`config.mk`:
```
export PLATFORM = sky130hd
export DESIGN_NAME = if_fetch_stage_flat
export DESIGN_NICKNAME = d
export VERILOG_FILES = /design/src/rtl/if_fetch_stage_pkg.sv /design/src/rtl/if_fetch_stage_if.sv /design/src/rtl/if_fetch_stage_add32.sv /design/src/rtl/if_fetch_stage.sv /design/src/flat_wrapper.sv
export SDC_FILE = /design/constraint.sdc
export NUM_CORES = 1
export LEC_CHECK = 0
export CORE_MARGIN = 4
export CORE_UTILIZATION = 46
export DETAILED_ROUTE_END_ITERATION = 10
export GPL_TIMING_DRIVEN = 0
export HOLD_SLACK_MARGIN = 0.1
export PLACE_DENSITY = 0.8
export SLEW_MARGIN = 10
export SYNTH_ARGS = -nofsm -noshare
export SYNTH_HDL_FRONTEND = slang
export SYNTH_SLANG_ARGS = --single-unit
export TNS_END_PERCENT = 1
```
`constraint.sdc`:
```
create_clock -name clk -period 2.5 [get_ports clk]
set_clock_uncertainty 0.2 [all_clocks]
set_input_delay 0.25 -clock clk [delete_from_list [all_inputs] [get_ports clk]]
set_output_delay 0.25 -clock clk [all_outputs]
set_load 0.005 [all_outputs]
```
`src/rtl/if_fetch_stage_pkg.sv`:
```
// Shared MIPS fetch definitions: state encoding,
// reset PC default and the IF/ID bundle.
package if_fetch_stage_pkg;

  localparam int InstrWidth = 32;
  localparam logic [31:0] ResetPcDefault = 32'h0000_0000;

  typedef enum logic {
    REQ  = 1'b0,
    HOLD = 1'b1
  } fetch_state_t;

  typedef struct packed {
    logic [InstrWidth-1:0] instr;
    logic [31:0]           pc;
    logic [31:0]           pcPlus4;
  } if_id_t;

endpackage

```
`src/rtl/if_fetch_stage_if.sv`:
```
// Instruction-memory request/response bus between
// the fetch stage (master) and instruction memory (slave).
interface if_fetch_stage_if;
  import if_fetch_stage_pkg::*;

  logic                  IMemReq;
  logic [31:0]           IMemAddr;
  logic                  IMemReady;
  logic [InstrWidth-1:0] IMemData;

  modport master (
    output IMemReq,
    output IMemAddr,
    input  IMemReady,
    input  IMemData
  );

  modport slave (
    input  IMemReq,
    input  IMemAddr,
    output IMemReady,
    output IMemData
  );
endinterface

```
`src/rtl/if_fetch_stage_add32.sv`:
```
// Plain 32-bit adder; wraps modulo 2^32 with no
// carry out.
module Add32 (
  input  logic [31:0] DataIn1,
  input  logic [31:0] DataIn2,
  output logic [31:0] DataOut
);
  assign DataOut = DataIn1 + DataIn2;
endmodule

```
`src/rtl/if_fetch_stage.sv`:
```
// MIPS instruction fetch: PC, imem request,
// hold buffer for stalls, and the IF/ID register.
module if_fetch_stage
  import if_fetch_stage_pkg::*;
#(
  parameter logic [31:0] RESET_PC = ResetPcDefault
) (
  input  logic        clk,
  input  logic        rst,
  input  logic        Stall,
  input  logic        Flush,
  input  logic        BranchTaken,
  input  logic [31:0] BranchTarget,
  input  logic        Jump,
  input  logic [31:0] JumpTarget,
  if_fetch_stage_if.master imem,
  output logic [31:0] InstrOut,
  output logic [31:0] PCOut,
  output logic [31:0] PCPlus4Out,
  output logic        ValidOut
);

  fetch_state_t          state, stateNext;
  logic [31:0]           pc, pcNext;
  logic [31:0]           pcPlus4;
  logic [InstrWidth-1:0] holdBuf, holdBufNext;
  if_id_t                ifId, ifIdNext;
  logic                  valid, validNext;

  Add32 uPcAdd (
    .DataIn1 (pc),
    .DataIn2 (32'd4),
    .DataOut (pcPlus4)
  );

  assign imem.IMemReq  = (state == REQ) && !rst;
  assign imem.IMemAddr = pc;

  assign InstrOut   = ifId.instr;
  assign PCOut      = ifId.pc;
  assign PCPlus4Out = ifId.pcPlus4;
  assign ValidOut   = valid;

  always_comb begin
    stateNext   = state;
    pcNext      = pc;
    holdBufNext = holdBuf;
    ifIdNext    = ifId;
    validNext   = valid;
    // Redirects win over stalls and any same-cycle response
    if (BranchTaken) begin
      pcNext    = BranchTarget & ~32'h3;
      validNext = 1'b0;
      stateNext = REQ;
    end else if (Jump) begin
      pcNext    = JumpTarget & ~32'h3;
      validNext = 1'b0;
      stateNext = REQ;
    end else if (Flush) begin
      validNext = 1'b0;
      stateNext = REQ;
    end else begin
      case (state)
        REQ: begin
          if (imem.IMemReady && !Stall) begin
            ifIdNext  = '{imem.IMemData, pc, pcPlus4};
            validNext = 1'b1;
            pcNext    = pcPlus4;
          end else if (imem.IMemReady) begin
            holdBufNext = imem.IMemData;
            stateNext   = HOLD;
          end else if (!Stall) begin
            validNext = 1'b0;
          end
        end
        HOLD: begin
          if (!Stall) begin
            ifIdNext  = '{holdBuf, pc, pcPlus4};
            validNext = 1'b1;
            pcNext    = pcPlus4;
            stateNext = REQ;
          end
        end
        default: stateNext = REQ;
      endcase
    end
  end

  always_ff @(posedge clk) begin
    if (rst) begin
      state   <= REQ;
      pc      <= RESET_PC;
      holdBuf <= '0;
      ifId    <= '0;
      valid   <= 1'b0;
    end else begin
      state   <= stateNext;
      pc      <= pcNext;
      holdBuf <= holdBufNext;
      ifId    <= ifIdNext;
      valid   <= validNext;
    end
  end

endmodule

```
`src/flat_wrapper.sv`:
```
// flat-port wrapper written by rule: the top's interface ports become plain ports
module if_fetch_stage_flat import if_fetch_stage_pkg::*;
#(
  parameter logic [31:0] RESET_PC = ResetPcDefault
)
  (clk, rst, Stall, Flush, BranchTaken, BranchTarget, Jump, JumpTarget, InstrOut, PCOut, PCPlus4Out, ValidOut, imem_IMemReq, imem_IMemAddr, imem_IMemReady, imem_IMemData);
  if_fetch_stage_if imem_i ();
  input  logic clk;
  input  logic rst;
  input  logic Stall;
  input  logic Flush;
  input  logic BranchTaken;
  input  logic [31:0] BranchTarget;
  input  logic Jump;
  input  logic [31:0] JumpTarget;
  output logic [31:0] InstrOut;
  output logic [31:0] PCOut;
  output logic [31:0] PCPlus4Out;
  output logic ValidOut;
  output wire logic [$bits(imem_i.IMemReq)-1:0] imem_IMemReq;
  output wire logic [$bits(imem_i.IMemAddr)-1:0] imem_IMemAddr;
  input wire logic [$bits(imem_i.IMemReady)-1:0] imem_IMemReady;
  input wire logic [$bits(imem_i.IMemData)-1:0] imem_IMemData;
  assign imem_IMemReq = imem_i.IMemReq;
  assign imem_IMemAddr = imem_i.IMemAddr;
  assign imem_i.IMemReady = imem_IMemReady;
  assign imem_i.IMemData = imem_IMemData;
  if_fetch_stage #(.RESET_PC(RESET_PC)) u_core (.clk(clk), .rst(rst), .Stall(Stall), .Flush(Flush), .BranchTaken(BranchTaken), .BranchTarget(BranchTarget), .Jump(Jump), .JumpTarget(JumpTarget), .imem(imem_i), .InstrOut(InstrOut), .PCOut(PCOut), .PCPlus4Out(PCPlus4Out), .ValidOut(ValidOut));
endmodule
```
==> results_dict.tcl, run 1 <==
set metrics [dict create \
    slew-limit-headroom 0.4819 \
    async_reset_ff_frac 0 \
    drive_above_1_share 0.08979 \
    antenna_left 0 \
    slew_violations 0 \
    io_pins 233 \
    synthFlopType "dfxtp_1" \
    via_per_inst 5.664 \
    die_y_um 132.4 \
    synth_top_cell_area_share 0.4384 \
    multi_input_area_mm2 0.003670 \
    synth_area_mm2 0.007123 \
    clkSinkCount 156 \
    io_buffer_count 219 \
    core_mm2 0.01520 \
    nFillCells 1242 \
    hold_ws_ps 191.1 \
    rsz0062_at_grt "true" \
    wl_um 25190 \
    fmax_mhz 407.5 \
    gp_congestion 0.9540 \
    fin_crit_sh 0.9817 \
    start_util 0.4686 \
    p_per_area_mw_per_mm2 593.5 \
    diodes 0 \
    synth.distinct_cells 58 \
    syn2layout_area_growth_pct 45.56 \
    drc_errors 0 \
    place_hpwl_um 18290 \
    die_x_um 132.4 \
    crit_type "in -> reg" \
    reg2regPathDepth 6 \
    hp-class "in -> reg" \
    hold_depth 3 \
    overflow 0 \
    grt_pass1_vias 6931 \
    critPathArrivalTime_ps 2610 \
    synth_seq_cells 156 \
    fin_util 0.6821 \
    drtPass1Iterations 6 \
    clockBufferDepth 2 \
    synth-edff-count 0 \
    synthCells 871 \
    yosysWarnings 0 \
    nNetsFinal 1228 \
    path_clk_slew_ps 60 \
    vias 7499 \
    netlist_top_cells_area "dfxtp_1 (44%), nand2_1 (8.4%), a211oi_1 (5.9%)" \
    worst-slew-pin-transition_ps 777.2 \
    start_kind "input pin" \
    synth_area_per_cell_um2 8.178 \
    crit_required_ps 2660 \
    post-route-min-period_ps 2454 \
    clock_latency_ps 440 \
    crit_fanout 10 \
    end_kind "flip-flop" \
    yosysSeqAreaShare 0.4384 \
    h-tree-depth 4 \
    antenna_found_initial 0 \
    yosysTopAreaCell "dfxtp_1" \
    drv_cap 0 \
    num_rows 45 \
    cts_tree "built" \
    cts-buffers-inserted 17 \
    drt_iter0_drc 606 \
    ff_latch_area_mm2 0.003126 \
    p_leak_nw 3.530 \
    grt_use_total 0.2781 \
    finalSetupViolCount 0 \
    cts_root_buf "clkbuf_16" \
    grt_max_degree 17 \
    outcome "completed" \
    max-vdd-ir-drop_mv 0.4816 \
    wl_per_cell_um 19.03 \
    hold_viol_final 0 \
    grt_pass1_wl_um 38520 \
    fp.dieArea_mm2 0.01754 \
]
## layer usage
layer | part of all wire | GRT usage | up-vias | wire length [um]
met1 | 0.43 | 0.3669 | 3538 | 10730
li1 | - | - | 3546 | -
met4 | 0.035 | 0.1161 | 0 | 891
met5 | 0 | 0 | - | 0
met2 | 0.46 | 0.4461 | 347 | 11630
met3 | 0.077 | 0.05589 | 68 | 1938
## cell families after synthesis
| family | Yosys count | share of synthesized area |
|---|---|---|
| AO/OA/AOI/OAI | 216 | 0.1974 |
| AND/OR/NAND/NOR | 328 | 0.2083 |
| buffers and inverters | 97 | 0.05849 |
| other | 1 | 0.0005265 |
| flip-flops | 156 | 0.4384 |
| multiplexers | 37 | 0.05199 |
| XOR/XNOR | 35 | 0.04303 |
| adder cells (fa/ha/maj) | 1 | 0.001756 |
## worst paths after layout
kind	startpoint	end	slack [ps]
setup / recovery	BranchTaken	u_core.imem.IMemAddr[11]	50
hold / removal	imem_IMemData[12]	u_core.holdBuf[12]	190
setup reg to reg	u_core.imem.IMemAddr[2]	u_core.PCPlus4Out[30]	70
hold reg to reg	u_core.holdBuf[18]	u_core.holdBuf[18]	250
## critical path, cell delays in order
cell	delay, ps
clkdlybuf4s50_1	500
clkbuf_1	390
nor2_1	270
o21ai_0	170
clkbuf_1	520
nor2_1	80
a211o_1	280
a31oi_1	150
## layout make-up
type | count | share of cell area
multi-input combinational | 623 | 0.3539
sequential | 156 | 0.3014
timing repair buffer | 229 | 0.2189
clock buffer | 18 | 0.04236
buffer | 88 | 0.03898
tap | 188 | 0.02269
clock inverter | 13 | 0.01846
inverter | 9 | 0.003258
## Yosys cell counts, types with 2 or more instances
master / count
a22oi_1: 11
o211ai_1: 3
nand3_1: 16
or3_1: 5
nand4_1: 9
a221o_1: 2
buf_2: 16
a222oi_1: 2
clkbuf_1: 58
inv_1: 9
a21oi_1: 82
a211oi_2: 4
o31ai_1: 2
clkbuf_2: 2
xor2_1: 13
nor4_1: 7
a211oi_1: 56
xnor2_1: 22
nor2_1: 89
o31a_1: 3
and4_1: 3
nor3_1: 17
o21a_1: 2
and3_1: 3
nand2b_1: 3
dfxtp_1: 156
buf_4: 6
nor2b_1: 4
o21ai_0: 18
o22ai_1: 9
a311oi_1: 5
a31oi_1: 5
o221ai_1: 3
or2_2: 2
nand2_1: 159
nor4_4: 2
nand4_4: 2
buf_1: 5
mux2i_1: 37
## metrics by stage
| step | cell area (um2) | TNS, ps | setup WS, ps | power, W | instances |
|---|---|---|---|---|---|
| global route | 10370 | -188.9 | -73.82 | 0.006352 | 1324 |
| CTS | 10250 | -292.5 | -79.01 | 0.006158 | 1315 |
| finish | 10370 | 0 | 45.85 | 0.006154 | 1324 |
| floorplan | 7142 | 0 | 263.6 | 0.002993 | 876 |
| detailed placement | 9569 | -49010 | -546.1 | 0.003407 | 1283 |
| global placement | 9569 | -46220 | -484.1 | 0.003401 | 1283 |
## what timing repair did
action                                  4_1_cts  5_1_grt
hold endpoints to repair                      1        0
hold buffers                                  1        0
setup buffers                                 0        9
pin swaps                                     0        4
endpoints found under the setup margin      101      114
gates resized for setup                      17       15
## placed cells by master, fill, tap and decap left out, types with 5 or more instances in the layout
cell type / n
clkdlybuf4s50_1: 219
nand2_1: 159
dfxtp_1: 154
nor2_1: 87
a21oi_1: 82
a211oi_1: 56
clkbuf_1: 45
mux2i_1: 37
xnor2_1: 22
o21ai_0: 18
clkbuf_16: 17
buf_2: 16
nand3_1: 16
nor3_1: 16
buf_4: 15
clkbuf_2: 13
xor2_1: 13
a22oi_1: 11
nand4_1: 9
inv_1: 9
o22ai_1: 9
conb_1: 6
clkinv_4: 6
buf_1: 5
nor4_4: 5
a31oi_1: 5
or3_1: 5
a311oi_1: 5
## power breakdown
group / internal [W] / total, W / switching (W) / leakage (nW)
combinational: 0.000385 / 0.000759 / 0.000373 / 1.95
sequential: 0.00255 / 0.00262 / 0.0000642 / 1.27
clock: 0.00170 / 0.00278 / 0.00108 / 0.310
total: 0.00464 / 0.00615 / 0.00152 / 3.53
## sequential cells by signal, summed over array words and instances, names as in the netlist
| name | cells |
|---|---|
| u_core.PCOut | 30 |
| u_core.state | 1 |
| u_core.InstrOut | 32 |
| u_core.ValidOut | 1 |
| u_core.holdBuf | 32 |
| u_core.imem.IMemAddr | 30 |
| u_core.PCPlus4Out | 30 |
No activity file was read; power rests on OpenSTA's default activity.
==> run 2, diff against run 1 <==
- SETUP_SLACK_MARGIN: unset -> 0.05
==> results_dict.tcl, run 2 (same netlist as run 1, synthesis figures left out) <==
set metrics [dict create \
    dp_cells 1283 \
    worst-slew-pin-transition_ps 769.7 \
    path_cells "clkdlybuf4s50_1 > clkbuf_1 > nor2_1 > o21ai_0 > clkbuf_1 > nor2_1 > a211o_1 > a31oi_1" \
    multi_input_area_mm2 0.003686 \
    io_pins 233 \
    drv_cap 0 \
    syn2layout_area_growth_pct 45.13 \
    rsz0062_at_grt "true" \
    drc_errors 0 \
    die_y_um 132.4 \
    antenna_left 0 \
    clkSinkCount 156 \
    ff_latch_area_mm2 0.003126 \
    post-route-min-period_ps 2475 \
    outcome "completed" \
    cts-buffers-inserted 17 \
    vias 7438 \
    gp_congestion 0.9540 \
    clock_latency_ps 440 \
    overflow 0 \
    final_common_cell "clkdlybuf4s50_1" \
    start_util 0.4686 \
    h-tree-depth 4 \
    critical-path-max-stage-delay_ps 530 \
    design_power_total_w 0.006167 \
    grt_pass1_wl_um 38470 \
    cts_root_buf "clkbuf_16" \
    crit_required_ps 2660 \
    instances_no_fill 1317 \
    io_buffer_count 219 \
    drtPass1Iterations 5 \
    via_per_inst 5.648 \
    cts_tree "built" \
    hp-class "in -> reg" \
    num_rows 45 \
    crit_type "in -> reg" \
    path_clk_slew_ps 70 \
    finalSetupViolCount 0 \
    die_x_um 132.4 \
    drt_iter0_drc 610 \
    grt_max_degree 17 \
    start_kind "input pin" \
    slew-limit-headroom 0.4869 \
    core_mm2 0.01520 \
    slew_violations 0 \
    end_kind "flip-flop" \
    nNetsFinal 1221 \
    p_per_area_mw_per_mm2 596.6 \
    diodes 0 \
    tns_ps 0 \
    final_cell_area_mm2 0.01034 \
    wl_um 25180 \
    wl_per_cell_um 19.12 \
    nFillCells 1255 \
    hold_ws_ps 189.0 \
    place_hpwl_um 18290 \
    grt_use_total 0.2777 \
    mostFrequentLayoutCells "clkdlybuf4s50_1 (219), nand2_1 (159), dfxtp_1 (154), nor2_1 (86), a21oi_1 (82)" \
    fin_crit_sh 0.9901 \
    clockBufferDepth 2 \
    fmax_mhz 404.0 \
    crit_fanout 10 \
    p_leak_nw 3.505 \
    antenna_found_initial 0 \
    post_dp_cell_area_mm2 0.009569 \
    critPathArrivalTime_ps 2630 \
    fp.dieArea_mm2 0.01754 \
    max-vdd-ir-drop_mv 0.4829 \
    grt_pass1_vias 6939 \
    drive_above_1_share 0.08857 \
    slowest_stage "clkbuf_1" \
    hold_viol_final 0 \
]
run 2: changes by cell type in the layout (fill, tap and decap cells not counted):
cell,delta
buf_4,-6
clkbuf_4,-2
a211oi_1,-1
a211oi_2,+1
buf_2,+1
buf_6,+1
clkbuf_1,-1
nor2_1,-1
nor2_2,+1
nor3_1,-1
nor3_2,+1
or4_1,-1
or4_4,+1
run 2: worst paths after layout:
path                                 start                       end  slack [ps]  cells after the start
hold reg to reg          u_core.holdBuf[0]         u_core.holdBuf[0]         250                      2
hold / removal           imem_IMemData[31]        u_core.holdBuf[31]         190                      3
setup reg to reg  u_core.imem.IMemAddr[11]  u_core.imem.IMemAddr[29]          70                      7
setup / recovery               BranchTaken  u_core.imem.IMemAddr[11]          20                      8
run 2: timing repair:
item,in CTS,in global routing
resized for setup,21,19
pin swaps,1,4
setup endpoints to repair,109,77
hold endpoints to repair,1,0
hold buffers,1,0
buffers inserted,1,1
run 2: per-stage QoR:
stage | utilization | setup WS (ps)
after floorplan | - | 263.6
after global placement | 0.6295 | -484.1
after detailed placement | 0.6295 | -546.1
after CTS | 0.6759 | -45.45
after global routing | 0.6800 | -80.17
final | 0.6800 | 24.65
run 2: critical path, delay by kind of cell:
kind            cells  cell delay, ps
compound gates      3             600
buf+inv             3            1430
simple gates        2             350
run 2: final cells by class:
cell class                      count  area share
Multi-Input combinational cell    623      0.3566
Sequential cell                   156      0.3023
Timing Repair Buffer              222      0.2145
Clock buffer                       18     0.04248
Buffer                             88     0.03958
Tap cell                          188     0.02275
Clock inverter                     13     0.01852
Inverter                            9    0.003268
run 2: power breakdown:
part	internal [W]	switching [W]	total (W)	leakage [nW]
Clock	0.00170	0.00109	0.00279	0.310
Combinational	0.000387	0.000373	0.000760	1.93
Sequential	0.00255	0.0000653	0.00262	1.27
Total	0.00464	0.00153	0.00617	3.51
run 2: per-layer routing:
metal | track usage | vias to the layer above | routed length, um
met1 | 0.3638 | 3494 | 10710
met3 | 0.05589 | 62 | 1896
li1 | - | 3538 | -
met2 | 0.4470 | 344 | 11690
met5 | 0 | - | 0
met4 | 0.1195 | 0 | 886
==> run 3, diff against run 2 <==
--- a/config.mk
+++ b/config.mk
@@ -7,4 +7,7 @@
 export LEC_CHECK = 0
+export CELL_PAD_IN_SITES_DETAIL_PLACEMENT = 0
+export CELL_PAD_IN_SITES_GLOBAL_PLACEMENT = 1
+export CORE_ASPECT_RATIO = 0.6
 export CORE_MARGIN = 4
-export CORE_UTILIZATION = 46
+export CORE_UTILIZATION = 33
 export DETAILED_ROUTE_END_ITERATION = 10
@@ -12,3 +15,3 @@
 export HOLD_SLACK_MARGIN = 0.1
-export PLACE_DENSITY = 0.8
+export PLACE_DENSITY_LB_ADDON = 0.1
 export SETUP_SLACK_MARGIN = 0.05
--- a/constraint.sdc
+++ b/constraint.sdc
@@ -4,2 +4,2 @@
 set_output_delay 0.25 -clock clk [all_outputs]
-set_load 0.005 [all_outputs]
+set_load 0.05 [all_outputs]
==> results_dict.tcl, run 3 (same netlist as run 1, synthesis figures left out) <==
set metrics [dict create \
    path_cells "buf_2 > buf_2 > nor2_1 > dlygate4sd2_1" \
    crit_fanout 10 \
    worstSetupEndpoint "imem_IMemReq" \
    gp_congestion 0.8555 \
    nFillCells 2062 \
    clkSinkCount 156 \
    hold_ws_ps 165.2 \
    cp-startpoint "u_core.state" \
    grt_max_degree 17 \
    via_per_inst 5.139 \
    drt_iter0_drc 473 \
    path_common_cell "buf_2" \
    clock_latency_ps 440 \
    pre_cts_ws_ps -728.8 \
    die_x_um 197.7 \
    io_buffer_count 219 \
    h-tree-depth 4 \
    num_rows 41 \
    drv_cap 0 \
    p_leak_nw 3.571 \
    die_y_um 121.8 \
    tns_ps 0 \
    antenna_found_initial 1 \
    hold_depth 3 \
    setup_ws_ps 151.5 \
    worstReg2RegEnd "u_core.imem.IMemAddr[29]" \
    fin_util 0.4995 \
    crit_type "reg -> out" \
    reg2regPathDepth 6 \
    critical-path-max-stage-delay_ps 550 \
    slew_violations 0 \
    outcome "completed" \
    core_mm2 0.02114 \
    cts_tree "built" \
    path_clk_slew_ps 70 \
    diodes 0 \
    post-route-min-period_ps 2349 \
    start_util 0.3370 \
    fin_crit_sh 0.9394 \
    antenna_left 0 \
    dp_cells 1374 \
    clockBufferDepth 2 \
    finalSetupViolCount 0 \
    worst-slew-pin-transition_ps 867.3 \
    hold_viol_final 0 \
    r2r_slack_ps 160 \
    mostFrequentLayoutCells "clkdlybuf4s50_1 (218), nand2_1 (158), dfxtp_1 (144), nor2_1 (87), a21oi_1 (82)" \
    overflow 0 \
    syn2layout_area_growth_pct 48.22 \
    grt_use_total 0.2332 \
    wl_per_cell_um 20.14 \
    slowest_stage "dlygate4sd2_1" \
    critPathArrivalTime_ps 1900 \
    vias 7246 \
    drc_errors 0 \
    io_pins 233 \
    hp-class "in -> reg" \
    drive_above_1_share 0.1070 \
    max-vdd-ir-drop_mv 0.4813 \
    instances_no_fill 1410 \
    cts-buffers-inserted 17 \
    end_kind "primary output" \
    fp.dieArea_mm2 0.02408 \
    p_per_area_mw_per_mm2 633.5 \
    fmax_mhz 425.8 \
    reg2reg_from "u_core.imem.IMemAddr[10]" \
    grt_pass1_wl_um 42410 \
    drtPass1Iterations 7 \
    slew-limit-headroom 0.4218 \
    grt_pass1_vias 6955 \
    final_common_cell "clkdlybuf4s50_1" \
    nNetsFinal 1222 \
    cts_root_buf "clkbuf_16" \
    start_kind "flip-flop" \
    crit_required_ps 2050 \
    place_hpwl_um 21100 \
    wl_um 28400 \
    rsz0062_at_grt "true" \
]
## run 3: cell types whose count changed in the layout (fill, tap and decap cells not counted), sizes merged
cell	delta
buf	-3
bufinv	+2
clkbuf	+5
clkdlybuf4s50	-1
clkinv	-4
clkinvlp	+1
dlygate4sd2	+1
inv	+1
## run 3: worst min path at each step
stage	start	end	slack, ps
global route	BranchTarget[2]	u_core.imem.IMemAddr[2]	160
finish	BranchTarget[2]	u_core.imem.IMemAddr[2]	170
detailed placement	u_core.holdBuf[27]	u_core.holdBuf[27]	250
floorplan	Flush	u_core.ValidOut	130
global placement	u_core.holdBuf[20]	u_core.holdBuf[20]	240
CTS	BranchTarget[2]	u_core.imem.IMemAddr[2]	150
## run 3: cell type report
class                      count  area, um2  share of cell area
sequential                   156       3138              0.2972
multi-input combinational    623       3680              0.3485
timing repair buffer         223       2223              0.2106
buffer                        88      444.2             0.04207
clock inverter                13      236.5             0.02240
inverter                       9      33.78            0.003200
tap                          279      349.1             0.03306
clock buffer                  19      452.9             0.04290
## run 3: where the power goes
part / switching, W / internal, W / total, W
clock: 0.00113 / 0.00194 / 0.00306
combinational: 0.000609 / 0.000392 / 0.00100
sequential: 0.0000690 / 0.00256 / 0.00262
## run 3: repair_timing
action | in CTS | in global routing
hold endpoints to repair | 1 | 0
pin swaps | 2 | 5
hold buffers | 1 | 0
setup buffers | 0 | 3
resized for setup | 25 | 38
endpoints found under the setup margin | 117 | 140
## run 3: through the flow
| step | power [W] | area, um2 |
|---|---|---|
| after floorplan | 0.003220 | 7161 |
| after global placement | 0.003659 | 9702 |
| after detailed placement | 0.003659 | 9702 |
| after CTS | 0.006729 | 10450 |
| after global routing | 0.006902 | 10560 |
| final | 0.006689 | 10560 |
## run 3: critical path: cells and delay by family, from the launching register on
family,cells,cell delay (ps)
simple gates,1,170
buf+inv,3,990
flops,1,300
## run 3: layer usage
metal | part of all wire | global-route usage | wire length, um | vias up
met2 | 0.40 | 0.3167 | 11350 | 261
met5 | 0.00046 | 0 | 13 | -
li1 | - | - | - | 3538
met1 | 0.51 | 0.3540 | 14360 | 3416
met4 | 0.012 | 0.05632 | 353 | 2
met3 | 0.082 | 0.07407 | 2320 | 29
